`src/rtl/fp32_to_int32_seq.sv`:
```
// Multi-cycle FP32 -> signed int32 converter with valid/ready handshakes and an iterative shifter.
// Optional round-toward-zero input enabled by defining FP32_TO_INT32_RTZ_EN.
module fp32_to_int32_seq #(
  parameter int unsigned SHIFT_STEP = 1
) (
  input  logic        clk,
  input  logic        rst_n,
  input  logic        in_valid,
  output logic        in_ready,
  input  logic [31:0] src,
`ifdef FP32_TO_INT32_RTZ_EN
  input  logic        rtz,
`endif
  output logic        out_valid,
  input  logic        out_ready,
  output logic [31:0] out,
  output logic        invalid,
  output logic        inexact
);

  generate
    if (!(SHIFT_STEP == 1 || SHIFT_STEP == 2 || SHIFT_STEP == 4 || SHIFT_STEP == 8)) begin : g_bad_step
      $error("fp32_to_int32_seq: SHIFT_STEP must be 1, 2, 4 or 8");
    end
  endgenerate

  localparam logic [1:0] ST_IDLE  = 2'd0;
  localparam logic [1:0] ST_SHIFT = 2'd1;
  localparam logic [1:0] ST_ROUND = 2'd2;
  localparam logic [1:0] ST_DONE  = 2'd3;

  localparam logic [4:0] STEP = 5'(SHIFT_STEP);

  logic [1:0]  state_q, state_d;
  logic        sign_q, sign_d;
  logic [31:0] mag_q, mag_d;
  logic        guard_q, guard_d;
  logic        sticky_q, sticky_d;
  logic [4:0]  rem_q, rem_d;
  logic        left_q, left_d;
  logic        special_q, special_d;
  logic [31:0] spec_out_q, spec_out_d;
  logic        spec_inv_q, spec_inv_d;
  logic        rtz_q, rtz_d;
  logic [31:0] out_q, out_d;
  logic        invalid_q, invalid_d;
  logic        inexact_q, inexact_d;

  logic [7:0]  src_exp;
  logic [22:0] src_frac;
  assign src_exp  = src[30:23];
  assign src_frac = src[22:0];

  // Operand classification, evaluated combinationally on the input word.
  logic        c_special;
  logic [31:0] c_spec_out;
  logic        c_spec_inv;
  logic [31:0] c_mag;
  logic        c_sticky;
  logic        c_left;
  logic [4:0]  c_k;

  always_comb begin
    c_special  = 1'b0;
    c_spec_out = 32'd0;
    c_spec_inv = 1'b0;
    c_mag      = {8'd0, 1'b1, src_frac};
    c_sticky   = 1'b0;
    c_left     = 1'b0;
    c_k        = 5'd0;
    if (src_exp == 8'hFF && src_frac != 23'd0) begin
      c_special  = 1'b1;
      c_spec_out = 32'h7FFF_FFFF;
      c_spec_inv = 1'b1;
    end else if (src_exp >= 8'd158) begin
      c_special = 1'b1;
      if (src == 32'hCF00_0000) begin
        c_spec_out = 32'h8000_0000;
      end else begin
        c_spec_out = src[31] ? 32'h8000_0000 : 32'h7FFF_FFFF;
        c_spec_inv = 1'b1;
      end
    end else if (src_exp < 8'd126) begin
      // Magnitude below one half: result is zero, only the inexact flag matters.
      c_mag    = 32'd0;
      c_sticky = (src_exp != 8'd0) || (src_frac != 23'd0);
    end else if (src_exp >= 8'd150) begin
      c_left = 1'b1;
      c_k    = 5'(src_exp - 8'd150);
    end else begin
      c_k = 5'(8'd150 - src_exp);
    end
  end

  // One iteration of the shifter: amount is min(STEP, remaining).
  logic [4:0] step_amt;
  logic [7:0] below_mask;
  logic       shift_guard;
  logic       shift_sticky;

  assign step_amt = (rem_q < STEP) ? rem_q : STEP;

  genvar gi;
  generate
    for (gi = 0; gi < 8; gi++) begin : g_mask
      assign below_mask[gi] = (5'(gi + 1) < step_amt);
    end
  endgenerate

  assign shift_guard  = mag_q[step_amt - 5'd1];
  assign shift_sticky = sticky_q | guard_q | (|(mag_q[7:0] & below_mask));

  logic        round_up;
  logic [31:0] rounded;
  assign round_up = guard_q & (sticky_q | mag_q[0]) & ~rtz_q;
  assign rounded  = mag_q + {31'd0, round_up};

  always_comb begin
    state_d    = state_q;
    sign_d     = sign_q;
    mag_d      = mag_q;
    guard_d    = guard_q;
    sticky_d   = sticky_q;
    rem_d      = rem_q;
    left_d     = left_q;
    special_d  = special_q;
    spec_out_d = spec_out_q;
    spec_inv_d = spec_inv_q;
    rtz_d      = rtz_q;
    out_d      = out_q;
    invalid_d  = invalid_q;
    inexact_d  = inexact_q;
    case (state_q)
      ST_IDLE: begin
        if (in_valid) begin
          sign_d     = src[31];
          mag_d      = c_mag;
          guard_d    = 1'b0;
          sticky_d   = c_sticky;
          rem_d      = c_k;
          left_d     = c_left;
          special_d  = c_special;
          spec_out_d = c_spec_out;
          spec_inv_d = c_spec_inv;
`ifdef FP32_TO_INT32_RTZ_EN
          rtz_d      = rtz;
`else
          rtz_d      = 1'b0;
`endif
          state_d    = (c_k != 5'd0) ? ST_SHIFT : ST_ROUND;
        end
      end
      ST_SHIFT: begin
        if (left_q) begin
          mag_d = mag_q << step_amt;
        end else begin
          mag_d    = mag_q >> step_amt;
          guard_d  = shift_guard;
          sticky_d = shift_sticky;
        end
        rem_d = rem_q - step_amt;
        if (rem_q == step_amt) begin
          state_d = ST_ROUND;
        end
      end
      ST_ROUND: begin
        if (special_q) begin
          out_d     = spec_out_q;
          invalid_d = spec_inv_q;
          inexact_d = 1'b0;
        end else begin
          // e <= 157 bounds the magnitude, so the increment cannot overflow.
          out_d     = sign_q ? (32'd0 - rounded) : rounded;
          invalid_d = 1'b0;
          inexact_d = guard_q | sticky_q;
        end
        state_d = ST_DONE;
      end
      ST_DONE: begin
        if (out_ready) begin
          state_d = ST_IDLE;
        end
      end
      default: state_d = ST_IDLE;
    endcase
  end

  always_ff @(posedge clk or negedge rst_n) begin
    if (!rst_n) begin
      state_q    <= ST_IDLE;
      sign_q     <= 1'b0;
      mag_q      <= 32'd0;
      guard_q    <= 1'b0;
      sticky_q   <= 1'b0;
      rem_q      <= 5'd0;
      left_q     <= 1'b0;
      special_q  <= 1'b0;
      spec_out_q <= 32'd0;
      spec_inv_q <= 1'b0;
      rtz_q      <= 1'b0;
      out_q      <= 32'd0;
      invalid_q  <= 1'b0;
      inexact_q  <= 1'b0;
    end else begin
      state_q    <= state_d;
      sign_q     <= sign_d;
      mag_q      <= mag_d;
      guard_q    <= guard_d;
      sticky_q   <= sticky_d;
      rem_q      <= rem_d;
      left_q     <= left_d;
      special_q  <= special_d;
      spec_out_q <= spec_out_d;
      spec_inv_q <= spec_inv_d;
      rtz_q      <= rtz_d;
      out_q      <= out_d;
      invalid_q  <= invalid_d;
      inexact_q  <= inexact_d;
    end
  end

  assign in_ready  = (state_q == ST_IDLE);
  assign out_valid = (state_q == ST_DONE);
  assign out       = out_q;
  assign invalid   = invalid_q;
  assign inexact   = inexact_q;

endmodule
```
`config.mk`:
```
export PLATFORM = sky130hd
export DESIGN_NAME = fp32_to_int32_seq
export DESIGN_NICKNAME = d
export VERILOG_FILES = /design/src/rtl/fp32_to_int32_seq.sv
export SDC_FILE = /design/constraint.sdc
export NUM_CORES = 1
export LEC_CHECK = 0
export ABC_AREA = 1
export CELL_PAD_IN_SITES_DETAIL_PLACEMENT = 1
export CELL_PAD_IN_SITES_GLOBAL_PLACEMENT = 2
export CORE_ASPECT_RATIO = 1.2
export CORE_UTILIZATION = 31
export CTS_CLUSTER_DIAMETER = 40
export DETAILED_ROUTE_END_ITERATION = 8
export PLACE_DENSITY_LB_ADDON = 0.1
export SYNTH_ARGS = -nofsm -noshare
export SYNTH_HDL_FRONTEND = slang
export SYNTH_SLANG_ARGS = --single-unit
```
`constraint.sdc`:
```
create_clock -name clk -period 2.58 [get_ports clk]
set_input_delay 0.645 -clock clk [delete_from_list [all_inputs] [get_ports clk]]
set_output_delay 0.645 -clock clk [all_outputs]
set_load 0.1 [all_outputs]
```
== After elaboration in Yosys (flattened, before gate mapping) ==
Cells that the tools add are included.
Word-level totals
  register bits: 111
  bits of input ports: 36
  word-level logic and storage cells: 107
Cells by class
  add/sub/neg operators: 6
  order comparisons: 13
  equality and inequality tests: 10
  shift operators: 2
  mux-type cells: 46
  bitwise operators: 5
  reduce and logical (&&, ||, !) cells: 12
Operator list (count)
  32-bit 2-to-1 mux: 9
  32-bit case mux with 2 select lines: 1
  24-bit 2-to-1 mux: 2
  32-bit by 1-bit adder with 32-bit output: 1
  32-bit == test (second input constant): 1
  32-bit by 5-bit left shift with 32-bit output: 1
  32-bit by 5-bit >> shifter with 32-bit output: 1
  1-bit by 32-bit subtractor with 32-bit output (first input constant): 1
  5-bit 2-to-1 mux: 6
  23-bit nonzero test: 1
  3-bit by 5-bit less-than comparator with 1-bit output (first input constant): 4
  1-bit 2-to-1 mux: 19
  8-bit >= comparator (second input constant): 2
  2-bit by 5-bit less-than comparator with 1-bit output (first input constant): 2
  5-bit case mux with 2 select lines: 1
  8-bit AND: 1
  8-bit == test (second input constant): 1
  8-bit by 7-bit less-than comparator with 1-bit output (second input constant): 1
  2-bit 2-to-1 mux: 4
  2-bit case mux with 4 select lines: 1
  8-bit nonzero test: 1
  8-bit OR reduction: 1
  5-bit by 6-bit less-than comparator with 1-bit output (second input constant): 1
  2-bit inequality test (second input constant): 3
  other kinds (22): 28

== Depth between registers and ports, before layout ==
  word-level depth: 9
  depth in mapped cells: 20

== Worst setup path before layout ==
Ideal clock, no wire load.
  kind: reg-to-reg
  from: register state_q[0]
  to: register mag_q[15]
  setup time: 0.137 ns
  arrival time: 2.499 ns
  slack: -0.055 ns
  stages on the path, launching flop included: 8
  path buffers: 2
  path through: dfrtp_1 > inv_1 > ha_1 > nand2_1 > o21ai_1 > clkbuf_1 > buf_1 > a31oi_1
On the way
  word-level cells in the longest chain between the ends: 3
  elaborated cells between the ends (all ways): 6
  those cells by class: eq/ne (2); mux (1); reduce/logical (3)
Ends and longest elaborated chain
  start, declared: line 34  | logic [1:0] state_q, state_d;
  start signal, assigned: line 205  | state_q <= state_d;
  2-bit zero test (*)
  net in_ready: line 9  | output logic in_ready,
  2-bit inequality test (no source line) or 2-bit nonzero test (tied branches)
  2-bit AND reduction (no source line)
  end signal, assigned: line 207  | mag_q <= mag_d;
  end, declared: line 36  | logic [31:0] mag_q, mag_d;
Mark *: on every way through the listed nets, which the timed path passes. The rest lies on a longest branch.
A chain may end at the register's enable or synchronous reset.

== Worst setup path in the final report ==
  from: register sticky_q
  to: register out_q[26] (netlist: out[26])
On the way
  word-level cells in the longest chain between the ends: 6
Ends and longest elaborated chain
  start, declared: line 38  | logic sticky_q, sticky_d;
  start signal, assigned: line 209  | sticky_q <= sticky_d;
  1-bit OR (*): line 115  | assign round_up = guard_q & (sticky_q | mag_q[0]) & ~rtz_q;
  1-bit AND (*): line 115
  32-bit by 1-bit adder with 32-bit output (*): line 116  | assign rounded = mag_q + {31'd0, round_up};
  1-bit by 32-bit subtractor with 32-bit output: line 173  | out_d = sign_q ? (32'd0 - rounded) : rounded;
  32-bit 2-to-1 mux (*): line 173
  32-bit 2-to-1 mux (*): line 167  | if (special_q) begin
  end signal, assigned: line 216  | out_q <= out_d;
  end, declared: line 45  | logic [31:0] out_q, out_d;
Mark *: on every way between the ends. The rest lies on a longest branch, timed or not.

==> flow_metrics.tcl <==
set metrics [dict create \
    syn_avg_cell_area_sq_um 6.28 \
    max_stage_delay_ps 390 \
    max_slew_margin_pct 61.8 \
    max_slew.worst_pin.slew_ps 574 \
    viasPerCell 5.00 \
    grt_pass1_vias 7738 \
    cts_tree "done" \
    cts_root_buffer "clkbuf_16" \
    grt_antenna_before_repair 0 \
    track_usage_pct 24.3 \
    setup_viol 0 \
    clk_pin_slew_ps 70 \
    layout-area-overhead-vs-synth_pct 37.2 \
    yosysUniqueCellTypes 45 \
    avgRoutedWirePerCell_um 17.4 \
    synthCells 1083 \
    diodes 0 \
    critPathKind "register to register" \
    power_density_nw_per_um2 1450 \
    seq_area_frac_synth_pct 29.8 \
    ys_ff_latch 81 \
    crit_required_ps 2880 \
    cts_hold_buf 0 \
    coreArea_sq_um 21600 \
    rsz0062_at_grt "true" \
    syn_area_sq_um 6800 \
    port_buffers 71 \
    drtPass1Iterations 5 \
    ant_nets 0 \
    fin_ws_ps 55.7 \
    mostFrequentLayoutCells "299 x nand2_1, 139 x buf_4, 121 x inv_1" \
    layout_commonest_cell "nand2_1" \
    finalPower_w 0.0136 \
    die_x_um 137 \
    nets 1294 \
    initialDrtViolationCount 312 \
    clockBufferDepth 2 \
    synth_edf_count 0 \
    hold_viol 0 \
    fin_skew_ps 12.0 \
    tns_ps 0 \
    cap_violations 0 \
    cp-start-kind "register" \
    crit_chain "nor2_2 -> nor2_4 -> ha_4 -> buf_4 -> nand2_2 -> nand2_1 -> inv_2 -> ha_4 -> nand3_4 -> nor2_4 -> nand3_4 -> o21ai_4 -> nand2_2 -> nor2_4 -> buf_12 -> nand2_2 -> nand2_1 -> nand3_1 -> nand2_1" \
    grt_max_degree 51 \
    end_kind "register" \
    irDropWorstVdd_uv 1030 \
    grt_overflow_total 0 \
    dieArea_sq_um 22500 \
    slowest_stage "dfrtp_1" \
    cts.sinks 81 \
    period_share_pct 97.8 \
    reg2reg_to "out[26]$_DFFE_PN0P_" \
    die_y_um 164 \
    io_pins 72 \
    cp.buffers_inverters 3 \
    remaining_drc_errors 0 \
    worstSkewPairLatency_ps 360 \
    r2r_slack_ps 60 \
    period_minus_slack_ps 2520 \
    gp_congestion 0.851 \
    power.leakage_nw 4.51 \
    drv_slew 0 \
    drive_gt1_share_pct 24.4 \
    critPathArrivalTime_ps 2830 \
    status "complete, no violations" \
    rr_startpoint "sticky_q$_DFFE_PN0P_" \
    worstPathMaxFanout 4 \
    detailedPlace.worstSlack_ps -292 \
    rows 59 \
    ff2ff_path_depth 19 \
    vias 7602 \
    cts_max_level 3 \
    yosysWarnings 0 \
    ys.flop_type "dfrtp_1" \
    fmax_ghz 0.396 \
    start_util_pct 31.5 \
    grt_first_pass_wirelength_mm 41.5 \
    numCtsBuffers 9 \
    cpLargestDelayFamily "simple AND/OR/NAND/NOR gates" \
    wl_mm 26.5 \
    dpl.hpwl_mm 20.9 \
    synthArstFlopShare_pct 100 \
    hp-class "input pin to asynchronous set/reset pin" \
]
[through the flow]
stage / util (%) / std cells / cell area [sq um] / hold slack [ps]
4_1_cts: 41.0 / 1513 / 8870 / 295
6_report: 43.2 / 1521 / 9330 / 272
3_3_place_gp: 39.2 / 1495 / 8470 / 471
5_1_grt: 43.2 / 1521 / 9330 / 319
3_5_place_dp: 39.2 / 1495 / 8470 / 478
2_1_floorplan: - / 1084 / 6810 / 349
[timing repair]
item | 4_1_cts | 5_1_grt
hold endpoints to repair | 0 | 0
endpoints found under the setup margin | 19 | 29
pin swaps | 14 | 44
resized for setup | 22 | 109
buffers inserted | 2 | 10
[report_power, final]
group	internal (W)	switching, W
logic	0.00304	0.00657
registers	0.00190	0.000658
clock network	0.000770	0.000638
total	0.00571	0.00786
[area by class of cell]
cell class,instances,area (sq um)
Inverter,131,495
Sequential cell,81,2030
Clock buffer,9,225
Fill cell,2818,12300
Timing Repair Buffer,185,1580
Multi-Input combinational cell,834,4570
Clock inverter,7,88.8
Tap cell,274,343
[how the worst max path moves through the flow]
| stage | from | to | cells past startpoint |
|---|---|---|---|
| floorplan | state_q[0]$_DFFE_PN0P_ | mag_q[15]$_DFFE_PN0P_ | 7 |
| global placement | src[24] | state_q[1]$_DFFE_PN0P_ | 14 |
| detailed placement | src[25] | state_q[1]$_DFFE_PN0P_ | 13 |
| CTS | mag_q[0]$_DFFE_PN0P_ | out[27]$_DFFE_PN0P_ | 19 |
| global route | guard_q$_DFFE_PN0P_ | out[29]$_DFFE_PN0P_ | 22 |
| finish | sticky_q$_DFFE_PN0P_ | out[26]$_DFFE_PN0P_ | 19 |
[cell families (layout without fill, tap and decap cells)]
kind of cell | Yosys count | count (layout) | synth area share (%)
AO/OA/AOI/OAI | 178 | 178 | 15.7
XOR/XNOR | 15 | 15 | 1.93
adder cells (fa/ha/maj) | 16 | 16 | 2.94
buffers and inverters | 169 | 332 | 9.67
flip-flops | 81 | 81 | 29.8
other | 1 | 2 | 0.0551
AND/OR/NAND/NOR | 623 | 623 | 39.9
[registers in the layout (all words and copies together) (netlist names)]
signal	flops
spec_inv_q	1
rem_q	5
guard_q	1
state_q	2
invalid	1
inexact	1
sticky_q	1
out	32
sign_q	1
left_q	1
mag_q	32
spec_out_q	2
special_q	1
[synth_stat cells (16+ instances only)]
| library cell | n | area [sq um] |
|---|---|---|
| a21oi_1 | 25 | 125 |
| a31oi_1 | 21 | 131 |
| clkbuf_1 | 28 | 105 |
| dfrtp_1 | 81 | 2030 |
| ha_1 | 16 | 200 |
| inv_1 | 128 | 480 |
| nand2_1 | 329 | 1230 |
| nand2_2 | 18 | 113 |
| nand3_1 | 83 | 415 |
| nor2_1 | 138 | 518 |
| o211ai_1 | 35 | 263 |
| o21ai_0 | 67 | 335 |
[worst register-to-register path: stages, from the launching register on]
cell and delay, ps:
dfrtp_1 390, nor2_2 150, nor2_4 70, ha_4 180, buf_4 140, nand2_2 110
nand2_1 100, inv_2 80, ha_4 150, nand3_4 90, nor2_4 150, nand3_4 110
o21ai_4 160, nand2_2 100, nor2_4 150, buf_12 120, nand2_2 40, nand2_1 60
nand3_1 60, nand2_1 80
[metal layers]
layer | up-vias | track usage (%) | part of all wire [%]
met5 | - | 0 | 0
met3 | 27 | 2.35 | 1.8
li1 | 3812 | - | -
met2 | 89 | 44.3 | 52
met1 | 3674 | 30.1 | 44
met4 | 0 | 6.24 | 1.9
Power figures use the tool's default switching activity.
